--- src/rtl/glitch_pkg.sv ---
// Shared types and constants for the multi-pulse glitch sequencer.
package glitch_pkg;

  typedef enum logic [2:0] {
    ST_IDLE   = 3'd0,
    ST_ARMED  = 3'd1,
    ST_OFFSET = 3'd2,
    ST_GLITCH = 3'd3,
    ST_DONE   = 3'd4
  } state_t;

  localparam logic CFG_SEL_OFFSET   = 1'b0;
  localparam logic CFG_SEL_DURATION = 1'b1;

  localparam int DEFAULT_CNT_WIDTH = 32;

endpackage

--- src/rtl/glitch_slot_regs.sv ---
// Per-slot offset/duration storage with one write port and two
// independent combinational read ports (offset and duration).
module glitch_slot_regs
  import glitch_pkg::*;
#(
  parameter int NUM_GLITCHES = 4,
  parameter int CNT_WIDTH    = DEFAULT_CNT_WIDTH,
  parameter int IDX_WIDTH    = 2
) (
  input  logic                 clk,
  input  logic                 rst_n,
  input  logic                 we,
  input  logic                 sel,
  input  logic [IDX_WIDTH-1:0] wr_idx,
  input  logic [CNT_WIDTH-1:0] wr_data,
  input  logic [IDX_WIDTH-1:0] off_idx,
  input  logic [IDX_WIDTH-1:0] dur_idx,
  output logic [CNT_WIDTH-1:0] rd_offset,
  output logic [CNT_WIDTH-1:0] rd_duration
);

  logic [CNT_WIDTH-1:0] offset_r   [NUM_GLITCHES];
  logic [CNT_WIDTH-1:0] duration_r [NUM_GLITCHES];

  // Slot register file; out-of-range indices are dropped.
  always_ff @(posedge clk or negedge rst_n) begin
    if (!rst_n) begin
      for (int i = 0; i < NUM_GLITCHES; i++) begin
        offset_r[i]   <= '0;
        duration_r[i] <= '0;
      end
    end else if (we && (int'(wr_idx) < NUM_GLITCHES)) begin
      if (sel == CFG_SEL_DURATION) begin
        duration_r[wr_idx] <= wr_data;
      end else begin
        offset_r[wr_idx] <= wr_data;
      end
    end
  end

  // Read ports return zero for indices beyond the populated slots.
  always_comb begin
    rd_offset   = '0;
    rd_duration = '0;
    if (int'(off_idx) < NUM_GLITCHES) begin
      rd_offset = offset_r[off_idx];
    end else begin
      rd_offset = '0;
    end
    if (int'(dur_idx) < NUM_GLITCHES) begin
      rd_duration = duration_r[dur_idx];
    end else begin
      rd_duration = '0;
    end
  end

endmodule

--- src/rtl/glitch_sequencer.sv ---
// Plays up to NUM_GLITCHES (offset, duration) pulses on power_select after
// a trigger rising edge; all outputs are registered from the current state.
module glitch_sequencer
  import glitch_pkg::*;
#(
  parameter int   NUM_GLITCHES = 4,
  parameter int   CNT_WIDTH    = DEFAULT_CNT_WIDTH,
  parameter int   IDX_WIDTH    = 2,
  parameter logic IDLE_LEVEL   = 1'b1
) (
  input  logic                 clk,
  input  logic                 rst_n,
  input  logic                 cfg_we,
  input  logic                 cfg_sel,
  input  logic [IDX_WIDTH-1:0] cfg_idx,
  input  logic [CNT_WIDTH-1:0] cfg_data,
  input  logic [IDX_WIDTH:0]   num_pulses,
  input  logic                 arm,
  input  logic                 abort,
  input  logic                 trigger,
  output logic                 power_select,
  output logic                 armed,
  output logic                 busy,
  output logic                 done,
  output logic [IDX_WIDTH-1:0] pulse_idx
);

  localparam logic [IDX_WIDTH:0] NUM_G = (IDX_WIDTH+1)'(NUM_GLITCHES);

  state_t               state_r, state_s;
  logic [CNT_WIDTH-1:0] cnt_r, cnt_s;
  logic [IDX_WIDTH-1:0] idx_r, idx_s;
  logic [IDX_WIDTH:0]   n_r, n_s;
  logic                 trigger_q_r;
  logic                 power_select_r, armed_r, busy_r, done_r;
  logic [IDX_WIDTH-1:0] pulse_idx_r;

  logic                 trig_edge_s, arm_ok_s, last_s, cfg_open_s;
  logic [IDX_WIDTH-1:0] idx_next_s, off_rd_idx_s;
  logic [IDX_WIDTH:0]   n_clamp_s;
  logic [CNT_WIDTH-1:0] rd_offset_s, rd_duration_s;

  assign trig_edge_s  = trigger & ~trigger_q_r;
  assign arm_ok_s     = arm && (num_pulses != '0);
  assign n_clamp_s    = (num_pulses > NUM_G) ? NUM_G : num_pulses;
  assign last_s       = ({1'b0, idx_r} == (n_r - (IDX_WIDTH+1)'(1)));
  assign idx_next_s   = idx_r + IDX_WIDTH'(1);
  assign cfg_open_s   = (state_r == ST_IDLE) || (state_r == ST_DONE);
  // While armed the offset port must point at slot 0; otherwise at the next slot.
  assign off_rd_idx_s = (state_r == ST_ARMED) ? '0 : idx_next_s;

  glitch_slot_regs #(
    .NUM_GLITCHES(NUM_GLITCHES),
    .CNT_WIDTH   (CNT_WIDTH),
    .IDX_WIDTH   (IDX_WIDTH)
  ) u_slots (
    .clk        (clk),
    .rst_n      (rst_n),
    .we         (cfg_we && cfg_open_s),
    .sel        (cfg_sel),
    .wr_idx     (cfg_idx),
    .wr_data    (cfg_data),
    .off_idx    (off_rd_idx_s),
    .dur_idx    (idx_r),
    .rd_offset  (rd_offset_s),
    .rd_duration(rd_duration_s)
  );

  // State, counter and slot pointer registers.
  always_ff @(posedge clk or negedge rst_n) begin
    if (!rst_n) begin
      state_r     <= ST_IDLE;
      cnt_r       <= '0;
      idx_r       <= '0;
      n_r         <= '0;
      trigger_q_r <= 1'b1;
    end else begin
      state_r     <= state_s;
      cnt_r       <= cnt_s;
      idx_r       <= idx_s;
      n_r         <= n_s;
      trigger_q_r <= trigger;
    end
  end

  // Next-state logic; zero-duration slots are skipped without a GLITCH visit.
  always_comb begin
    state_s = state_r;
    cnt_s   = cnt_r;
    idx_s   = idx_r;
    n_s     = n_r;
    if (abort) begin
      state_s = ST_IDLE;
      idx_s   = '0;
    end else begin
      case (state_r)
        ST_IDLE, ST_DONE: begin
          if (arm_ok_s) begin
            state_s = ST_ARMED;
            n_s     = n_clamp_s;
            idx_s   = '0;
          end else begin
            state_s = ST_IDLE;
          end
        end
        ST_ARMED: begin
          if (trig_edge_s) begin
            state_s = ST_OFFSET;
            cnt_s   = rd_offset_s;
            idx_s   = '0;
          end else begin
            state_s = ST_ARMED;
          end
        end
        ST_OFFSET: begin
          if (cnt_r != '0) begin
            cnt_s = cnt_r - CNT_WIDTH'(1);
          end else if (rd_duration_s != '0) begin
            state_s = ST_GLITCH;
            cnt_s   = rd_duration_s;
          end else if (last_s) begin
            state_s = ST_DONE;
          end else begin
            idx_s = idx_next_s;
            cnt_s = rd_offset_s;
          end
        end
        ST_GLITCH: begin
          if (cnt_r > CNT_WIDTH'(1)) begin
            cnt_s = cnt_r - CNT_WIDTH'(1);
          end else if (last_s) begin
            state_s = ST_DONE;
          end else begin
            state_s = ST_OFFSET;
            idx_s   = idx_next_s;
            cnt_s   = rd_offset_s;
          end
        end
        default: begin
          state_s = ST_IDLE;
        end
      endcase
    end
  end

  // Registered outputs; abort forces the idle values on the same edge.
  always_ff @(posedge clk or negedge rst_n) begin
    if (!rst_n) begin
      power_select_r <= IDLE_LEVEL;
      armed_r        <= 1'b0;
      busy_r         <= 1'b0;
      done_r         <= 1'b0;
      pulse_idx_r    <= '0;
    end else begin
      power_select_r <= (!abort && (state_r == ST_GLITCH)) ? ~IDLE_LEVEL : IDLE_LEVEL;
      armed_r        <= !abort && (state_r == ST_ARMED);
      busy_r         <= !abort && ((state_r == ST_OFFSET) || (state_r == ST_GLITCH));
      done_r         <= !abort && (state_r == ST_DONE);
      pulse_idx_r    <= idx_r;
    end
  end

  assign power_select = power_select_r;
  assign armed        = armed_r;
  assign busy         = busy_r;
  assign done         = done_r;
  assign pulse_idx    = pulse_idx_r;

endmodule

--- config.mk ---
export PLATFORM = sky130hd
export DESIGN_NAME = glitch_sequencer
export DESIGN_NICKNAME = d
export VERILOG_FILES = /design/src/rtl/glitch_pkg.sv /design/src/rtl/glitch_slot_regs.sv /design/src/rtl/glitch_sequencer.sv
export SDC_FILE = /design/constraint.sdc
export NUM_CORES = 1
export LEC_CHECK = 0
export ABC_CLOCK_PERIOD_IN_PS = 5000
export BUFFER_PORTS_ARGS = -buffer_cell sky130_fd_sc_hd__buf_2
export CAP_MARGIN = 20
export CORE_ASPECT_RATIO = 0.5
export CORE_UTILIZATION = 45
export CTS_CLUSTER_DIAMETER = 60
export DETAILED_ROUTE_END_ITERATION = 16
export PLACE_DENSITY = 0.57
export SLEW_MARGIN = 20
export SYNTH_ARGS = -nofsm -noshare
export SYNTH_HDL_FRONTEND = slang
export SYNTH_SLANG_ARGS = --single-unit
--- constraint.sdc ---
create_clock -name clk -period 5 [get_ports clk]
set_clock_uncertainty 0.05 [all_clocks]
set_input_delay 1 -clock clk [delete_from_list [all_inputs] [get_ports clk]]
set_output_delay 1 -clock clk [all_outputs]
set_load 0.01 [all_outputs]
==> results.tsv, run 1 <==
metric	value	unit
critPathMaxStageDelay	990	ps
finalHoldViolCount	0	
tightest_slew	1140	ps
grt_pass1_wl	74900	µm
ys_seq_area_share	48.5	%
gp_congestion	0.905	
ctsResizeCount	0	
grt_pass1_vias	11752	
num_vias	11814	
yosys.area.top_type	dfrtp_1	
ys_top_cells_by_area	dfrtp_1, mux2_2, mux4_2, mux2i_1, nor2_1	
hold_path.class	in -> async	
arrival	4430	ps
tns	0	ps
drt_first_pass_iters	6	
dpl-instance-area	0.0165	mm²
num_antenna_cells	0	
netlist_area	0.0156	mm²
synth.avg_cell_area	11.8	µm²
critPathSlowestCell	dfrtp_4	
track_usage	28.0	%
grt_max_degree	119	
drive_above_1_share	33.2	%
regArea	0.00759	mm²
synthDistinctLibCells	68	
pre_cts_ws	859	ps
end_kind	flop	
fin_ws	1010	ps
synth_top_area_share	48.2	%
p_per_area	458	mW/mm²
ant_nets	0	
grt_overflow_total	0	
cp.required	5440	ps
die_w	266	µm
start_util	46.5	%
synthCells	1330	
ys_seq_elements	303	
io_buffers	49	
fmax	0.251	GHz
clock_latency	580	ps
clk_path_buf_depth	3	
rows	47	
die_h	134	µm
postCtsSetupRepairBufs	0	
core	0.0336	mm²
status	completed	
cts_buffers	29	
syn-num-nets	1377	
wl_per_cell	26.7	µm
worst_hold_slack	437	ps
multi_input_area	0.00761	mm²
finalInstanceArea	0.0174	mm²
crit_buf_inv	1	
period_minus_slack	3990	ps
nFillCells	2946	
slew_violations	0	
rsz0062_at_grt	false	
vdd_ir_drop_max	0.304	mV
slew_headroom	23.7	%
maxCapViolations	0	
clkTransAtPathRegs	70	ps
io_pins	50	
die_area	0.0355	mm²
finalPower	7950	µW
yosysWarnings	0	
synthFlopType	dfrtp_1	
drt-total-wl	49100	µm
rrSetupSlack	1010	ps
synth-edff-count	0	
grt_antenna_before_repair	0	
critical_path.max_fanout	45	
startpoint_type	flop	
crit_type	reg -> reg	
cts_tree	done	
root_buffer	clkbuf_16	
drc_errors	0	
async_flop_share	100	%
ctsHoldBuffers	0	
htree_levels	1	
finalSetupViolCount	0	
drt_iter0_markers	1183	
fin_nets	1401	
period_share	79.8	%
cts_sinks	303	
path_cells	buf_4 > mux4_2 > nor4_1 > nand4_1 > or2_2 > o31ai_1 > a22oi_1 > o211ai_1	
hpwlAfterDp	32500	µm
path_delay_family	simple AND/OR/NAND/NOR gates	
p_leak	0.00710	µW
syn2layout_area_growth	11.0	%
vias_per_cell	6.43	
[cells in the final DEF, fill, tap and decap left out, drive strengths merged, types with 4 or more instances in the layout]
cell,instances
a2111oi,16
a211oi,15
a21oi,42
a221o,5
a221oi,19
a22oi,10
a31oi,14
a32oi,6
and2,5
and3,6
and4,6
buf,93
clkbuf,44
dfrtp,301
inv,16
mux2,262
mux2i,34
mux4,32
nand2,41
nand2b,20
nand3,30
nand3b,4
nand4,7
nor2,87
nor2b,20
nor3,27
nor4,16
o211ai,14
o21a,6
o21ai,62
o22ai,8
o311ai,4
o31ai,27
or2,4
or3,6
or4,11
xnor2,6
xor2,13
[layer usage]
| metal | up-vias | share of wire [%] | routed length (µm) | global-route usage, % |
|---|---|---|---|---|
| met5 | - | 0 | 0 | 0 |
| met3 | 73 | 8.2 | 4030 | 5.09 |
| met1 | 6190 | 48 | 23600 | 44.2 |
| met2 | 489 | 42 | 20600 | 40.2 |
| li1 | 5062 | - | - | - |
| met4 | 0 | 1.8 | 876 | 5.40 |
[kinds of logic after synthesis]
logic type / synth area share [%]
DFF: 48.5
buffers and inverters: 3.07
AOI/OAI and AO/OA: 11.7
xor gates and xnor gates: 1.06
muxes: 25.7
adders and majority gates: 0.240
and+or+nand+nor: 9.76
[cell usage after synthesis, types with 7 or more instances]
cell,instances
a2111oi_0,16
a211oi_1,14
a21oi_1,42
a221oi_1,19
a22oi_1,10
a31oi_1,14
buf_1,28
buf_2,12
clkbuf_1,55
dfrtp_1,301
inv_1,15
mux2_2,262
mux2i_1,34
mux4_2,32
nand2_1,41
nand2b_1,20
nand3_1,30
nand4_1,7
nor2_1,86
nor2b_1,20
nor3_1,25
nor4_1,14
o211ai_1,14
o21ai_0,58
o22ai_1,8
o31ai_1,26
or4_1,11
xor2_1,13
[worst paths after layout]
path	startpoint	to	cells after the start
max in group asynchronous	rst_n	u_slots.offset_r[28]$_DFFE_PN0P_	2
setup / recovery	idx_r[0]$_DFFE_PN0P_	cnt_r[12]$_DFFE_PN0P_	8
hold reg to reg	u_slots.offset_r[69]$_DFFE_PN0P_	u_slots.offset_r[69]$_DFFE_PN0P_	1
min in group clk	u_slots.offset_r[69]$_DFFE_PN0P_	u_slots.offset_r[69]$_DFFE_PN0P_	1
hold / removal	rst_n	u_slots.offset_r[101]$_DFFE_PN0P_	1
setup reg to reg	idx_r[0]$_DFFE_PN0P_	cnt_r[12]$_DFFE_PN0P_	8
[power breakdown]
| part | internal, µW | leakage, µW | total (µW) | switching, µW |
|---|---|---|---|---|
| sequential | 3200 | 0.00366 | 3750 | 555 |
| clock | 1160 | 0.000433 | 2130 | 977 |
| combinational | 1020 | 0.00301 | 2070 | 1050 |
[metrics by stage]
stage,utilization [%],instances
floorplan,-,1330
global placement,48.8,1786
detailed placement,48.9,1787
CTS,51.5,1836
global route,51.6,1837
finish,51.6,1837
[sequential cells by signal, summed over array words and instances (netlist names), 2 cells and up]
signal	flops
state_r	3
u_slots.offset_r	128
idx_r	2
u_slots.duration_r	128
n_r	3
cnt_r	32
pulse_idx	2
[final cells by class]
type,instances,area share [%]
Multi-Input combinational cell,912,43.8
Sequential cell,303,43.7
Clock buffer,44,4.85
Timing Repair Buffer,93,3.66
Tap cell,465,3.35
Inverter,15,0.324
Clock inverter,5,0.245
Power figures use the tool's default switching activity.
==> run 2, diff against run 1 <==
- ABC_CLOCK_PERIOD_IN_PS: 5000 -> 3600
- PLACE_DENSITY: 0.57 -> 0.59
- clock period: 5 -> 3.6 ns (I/O delays scaled with it)
==> results.tsv, run 2 (same netlist as run 1, synthesis figures left out) <==
metric	value	unit	change
status	completed		
crit_type	reg -> reg		
syn2layout_area_growth	14.4	%	
tightest_slew	744	ps	-398 ps
clkTransAtPathRegs	60	ps	about the same
rsz0062_at_grt	false		
grt_overflow_total	0		unchanged
critPathMaxStageDelay	560	ps	-430 ps
use_met2	40.2	%	about the same
fmax	0.298	GHz	+19%
grt.busiest_layer	met1		
cts_sinks	303		unchanged
path_delay_family	simple AND/OR/NAND/NOR gates		
final_common_cell	dfrtp_1		
fin_nets	1449		+3.4%
grt_antenna_before_repair	0		unchanged
track_usage	28.7	%	+0.63 points
cts_buffers	29		unchanged
arrival	3800	ps	-630 ps
startpoint_type	flop		
drt_first_pass_iters	5		-1
finalSetupViolCount	0		unchanged
htree_levels	1		unchanged
tns	0	ps	unchanged
critPathSlowestCell	mux4_2		
clk_path_buf_depth	3		unchanged
grt_pass1_wl	76300	µm	+1.9%
period_minus_slack	3360	ps	-632 ps
start_util	46.5	%	unchanged
p_per_area	644	mW/mm²	+41%
die_area	0.0355	mm²	unchanged
drive_above_1_share	35.7	%	+2.4 points
gp_congestion	0.980		+8.3%
grt_pass1_vias	11895		+1.2%
grtUsageMet1	44.6	%	+0.48 points
grt_max_degree	99		-17%
end_kind	flop		
wl_per_cell	26.7	µm	-0.23%
clock_latency	590	ps	about the same
path_cells	buf_12 > mux4_2 > nor4_1 > nand4_1 > or2_1 > buf_4 > a211oi_2 > o22ai_1 > a22oi_1		
maxCapViolations	0		unchanged
cp.required	4040	ps	-1400 ps
rows	47		unchanged
fin_ws	242	ps	-768 ps
hpwlAfterDp	34700	µm	+7.0%
die_h	134	µm	unchanged
drt_iter0_markers	1415		+20%
top_regs	u_slots.duration_r (128), u_slots.offset_r (128), cnt_r (32)		
use_met3	6.72	%	+1.6 points
crit_buf_inv	2		+1
finalPower	11500	µW	+45%
num_vias	12055		+2.0%
postCtsSetupRepairBufs	0		unchanged
p_leak	0.00738	µW	+3.9%
hold_path.class	in -> reg		
period_share	93.3	%	+13 points
drc_errors	0		unchanged
final_util	53.2	%	+1.6 points
layout_common_cells	dfrtp_1, mux2_2, nor2_1, buf_4, o21ai_0		
cts_tree	done		
slew_headroom	50.1	%	+26 points
die_w	266	µm	unchanged
io_pins	50		unchanged
ant_nets	0		unchanged
root_buffer	clkbuf_16		
io_buffers	49		unchanged
vdd_ir_drop_max	0.392	mV	+29%
critical_path.max_fanout	23		-49%
core	0.0336	mm²	unchanged
finalHoldViolCount	0		unchanged
vias_per_cell	6.38		-0.82%
drt-total-wl	50400	µm	+2.6%
slew_violations	0		unchanged
worst_hold_slack	194	ps	-244 ps
pre_cts_ws	259	ps	-600 ps
## run 2: cell types whose count changed in the layout (fill, tap and decap cells not counted), moves of 2 or more
cell / change
clkbuf_1: -2
clkbuf_8: -2
clkinv_2: +2
nand2_1: +2
buf_4: +41
buf_12: +5
bufinv_16: +3
## run 2: worst paths after layout
path	start	end	slack, ps	depth (start not counted)
max	idx_r[0]$_DFFE_PN0P_	cnt_r[5]$_DFFE_PN0P_	240	9
max in group asynchronous	rst_n	cnt_r[21]$_DFFE_PN0P_	1940	3
min	trigger	trigger_q_r$_DFF_PN1_	190	1
max reg2reg	idx_r[0]$_DFFE_PN0P_	cnt_r[5]$_DFFE_PN0P_	240	9
min reg2reg	u_slots.offset_r[72]$_DFFE_PN0P_	u_slots.offset_r[72]$_DFFE_PN0P_	450	1
min in group asynchronous	rst_n	u_slots.offset_r[72]$_DFFE_PN0P_	570	2
## run 2: final cells by class
class / instances / area [µm²]
Clock buffer: 40 / 807
Timing Repair Buffer: 141 / 1060
Clock inverter: 13 / 168
Antenna cell: 1 / 2.50
Fill cell: 2941 / 15800
Multi-Input combinational cell: 912 / 7610
Tap cell: 465 / 582
Sequential cell: 303 / 7590
Inverter: 15 / 56.3
## run 2: report_power, final
group          switching (µW)  total (µW)  internal, µW
clock                    1430        3230          1800
combinational            1570        3080          1520
sequential                764        5210          4440
## run 2: what timing repair did
| action | 4_1_cts | 5_1_grt |
|---|---|---|
| hold endpoints to repair | 38 | 0 |
| hold buffers | 1 | 0 |
| gates resized for setup | 0 | 2 |
| endpoints found under the setup margin | 0 | 2 |
## run 2: routing by layer
layer  vias up  share of wire [%]
met3        76                9.3
met5         -                  0
met4         0                2.2
met1      6321                 48
met2       515                 41
li1       5143                  -
## run 2: stage by stage
step | std cells | instance area [µm²]
6_report | 1890 | 17900
5_1_grt | 1889 | 17900
4_1_cts | 1889 | 17900
3_5_place_dp | 1835 | 16900
3_3_place_gp | 1835 | 16900
2_1_floorplan | 1330 | 15600
## run 2: worst reg2reg max path, stage by stage (launching register included)
cell and delay (ps):
dfrtp_4 550, buf_12 200, mux4_2 560, nor4_1 530, nand4_1 260, or2_1 320, buf_4 250, a211oi_2 240
o22ai_1 110, a22oi_1 210
==> run 3, diff against run 2 <==
- ABC_CLOCK_PERIOD_IN_PS: 3600 -> default
- PLACE_DENSITY: 0.59 -> 0.57
- clock period: 3.6 -> 3.4 ns (I/O delays scaled with it)
==> results.tsv, run 3 (same netlist as run 1, synthesis figures left out) <==
metric	value	unit	change
rows	47		unchanged
start_util	46.5	%	unchanged
ant_nets	0		unchanged
placedCellCount	1839		+0.22%
nFillCells	2939		-0.068%
io_buffers	49		unchanged
p_per_area	671	mW/mm²	+4.2%
num_vias	12008		-0.39%
finalSetupViolCount	0		unchanged
arrival	3740	ps	-60 ps
dpl-instance-area	0.0170	mm²	+0.58%
slew_headroom	41.6	%	-8.5 points
finalPower	12100	µW	+4.8%
slew_violations	0		unchanged
die_h	134	µm	unchanged
drt_first_pass_iters	5		unchanged
finalHoldViolCount	0		unchanged
p_leak	0.00744	µW	+0.80%
pwr-share-seq	45.5	%	+0.3 points
layout_common_cells	dfrtp_1, mux2_2, nor2_1, buf_4, o21ai_0		
grt_overflow_total	0		unchanged
rsz0062_at_grt	false		
grt_max_degree	94		-5.1%
maxCapViolations	0		unchanged
track_usage	28.1	%	-0.58 points
fin_nets	1456		+0.48%
period_share	96.2	%	+2.9 points
io_pins	50		unchanged
switchingPower	3870	µW	+2.8%
worst_hold_slack	164	ps	-29.7 ps
critPathSlowestCell	mux4_2		
syn2layout_area_growth	15.0	%	
hpwlAfterDp	34100	µm	-1.9%
htree_levels	1		unchanged
top_regs	u_slots.duration_r (128), u_slots.offset_r (128), cnt_r (32)		
grt_pass1_wl	74700	µm	-2.1%
p_comb_share	27.0	%	+0.2 points
root_buffer	clkbuf_16		
grt_pass1_vias	11806		-0.75%
clkTransAtPathRegs	60	ps	about the same
wl_per_cell	25.9	µm	-2.9%
crit_type	reg -> reg		
grt_antenna_before_repair	1		+1
cts_sinks	303		unchanged
final_common_cell	dfrtp_1		
die_area	0.0355	mm²	unchanged
end_kind	flop		
ctsResizeCount	0		unchanged
p_clk_share	27.5	%	-0.5 points
cp.required	3870	ps	-170 ps
tns	0	ps	unchanged
finalInstanceArea	0.0180	mm²	+0.55%
multi_input_area	0.00760	mm²	about the same
hold_path.class	in -> reg		
drc_errors	0		unchanged
fmax	0.306	GHz	+2.7%
period_minus_slack	3270	ps	-86.7 ps
critical_path.max_fanout	21		-8.7%
status	completed		
path_cells	buf_12 > buf_4 > mux4_2 > nor4_1 > nand4_1 > buf_4 > nor2_4 > buf_4 > nand3b_1 > a2111oi_0 > or3_1		
layoutNonFillerInstCount	1897		+0.37%
cts_buffers	29		unchanged
critPathMaxStageDelay	510	ps	-50 ps
die_w	266	µm	unchanged
drive_above_1_share	35.8	%	+0.11 points
vdd_ir_drop_max	0.426	mV	+8.7%
cpMostUsedCell	buf_4		
tightest_slew	876	ps	+132 ps
startpoint_type	flop		
drt-total-wl	49100	µm	-2.6%
cts_tree	done		
clk_path_buf_depth	3		unchanged
vias_per_cell	6.33		-0.76%
drt_iter0_markers	1335		-5.7%
regArea	0.00759	mm²	unchanged
core	0.0336	mm²	unchanged
gp_congestion	0.951		-3.0%
clock_latency	580	ps	about the same
p_int	8200	µW	+5.7%
sw_frac_of_total	32.0	%	-0.60 points
## run 3: cell count changes in the layout (fill, tap and decap cells not counted), sizes merged
cell      change
buf           +7
bufinv        -1
clkbuf        +6
clkinv        -3
clkinvlp      -2
## run 3: final cells by class
cell class                      instances  share of cell area [%]
Timing Repair Buffer                  148                    6.54
Inverter                               15                   0.313
Multi-Input combinational cell        912                    42.3
Sequential cell                       303                    42.2
Antenna cell                            1                  0.0139
Clock buffer                           46                    4.78
Clock inverter                          7                   0.592
Tap cell                              465                    3.24
## run 3: critical path: cells and delay by family, from the launching register on
kind,cells,cell delay (ps)
multiplexers,1,510
flip-flops,1,480
AND/OR/NAND/NOR,5,1010
AO/OA/AOI/OAI,1,390
buffers and inverters,4,730
## run 3: routing by layer
| layer | global-route usage [%] | up-vias | share of wire, % |
|---|---|---|---|
| met1 | 42.2 | 6243 | 47 |
| met2 | 40.6 | 513 | 42 |
| met4 | 6.16 | 0 | 1.8 |
| met3 | 7.40 | 79 | 9.1 |
| li1 | - | 5173 | - |
| met5 | 0 | - | 0 |
## run 3: final timing paths
check	start	slack, ps	cells past startpoint	to
worst max-delay path	idx_r[0]$_DFFE_PN0P_	130	11	cnt_r[24]$_DFFE_PN0P_
worst min-delay path	trigger	160	1	trigger_q_r$_DFF_PN1_
worst max register to register	idx_r[0]$_DFFE_PN0P_	130	11	cnt_r[24]$_DFFE_PN0P_
worst min register to register	u_slots.offset_r[72]$_DFFE_PN0P_	450	1	u_slots.offset_r[72]$_DFFE_PN0P_
max in group asynchronous	rst_n	1820	3	u_slots.duration_r[57]$_DFFE_PN0P_
min in group asynchronous	rst_n	590	2	u_slots.offset_r[71]$_DFFE_PN0P_
## run 3: timing repair
item                                    4_1_cts  5_1_grt
setup buffers                                 0        3
hold endpoints to repair                     51        0
endpoints found under the setup margin        0        2
hold buffers                                  1        0
## run 3: stage by stage
stage	util (%)	setup slack (ps)
floorplan	-	583
global placement	50.5	119
detailed placement	50.5	115
CTS	53.4	71.2
global route	53.4	28.3
finish	53.4	129
## run 3: power by group through the flow
stage                     Combinational, µW  Clock (µW)  Sequential (µW)
after floorplan                        2230           0             5230
after global placement                 3110           0             5460
after detailed placement               3200           0             5520
after CTS                              3210        3410             5460
after global routing                   3510        3560             5620
final                                  3250        3320             5490
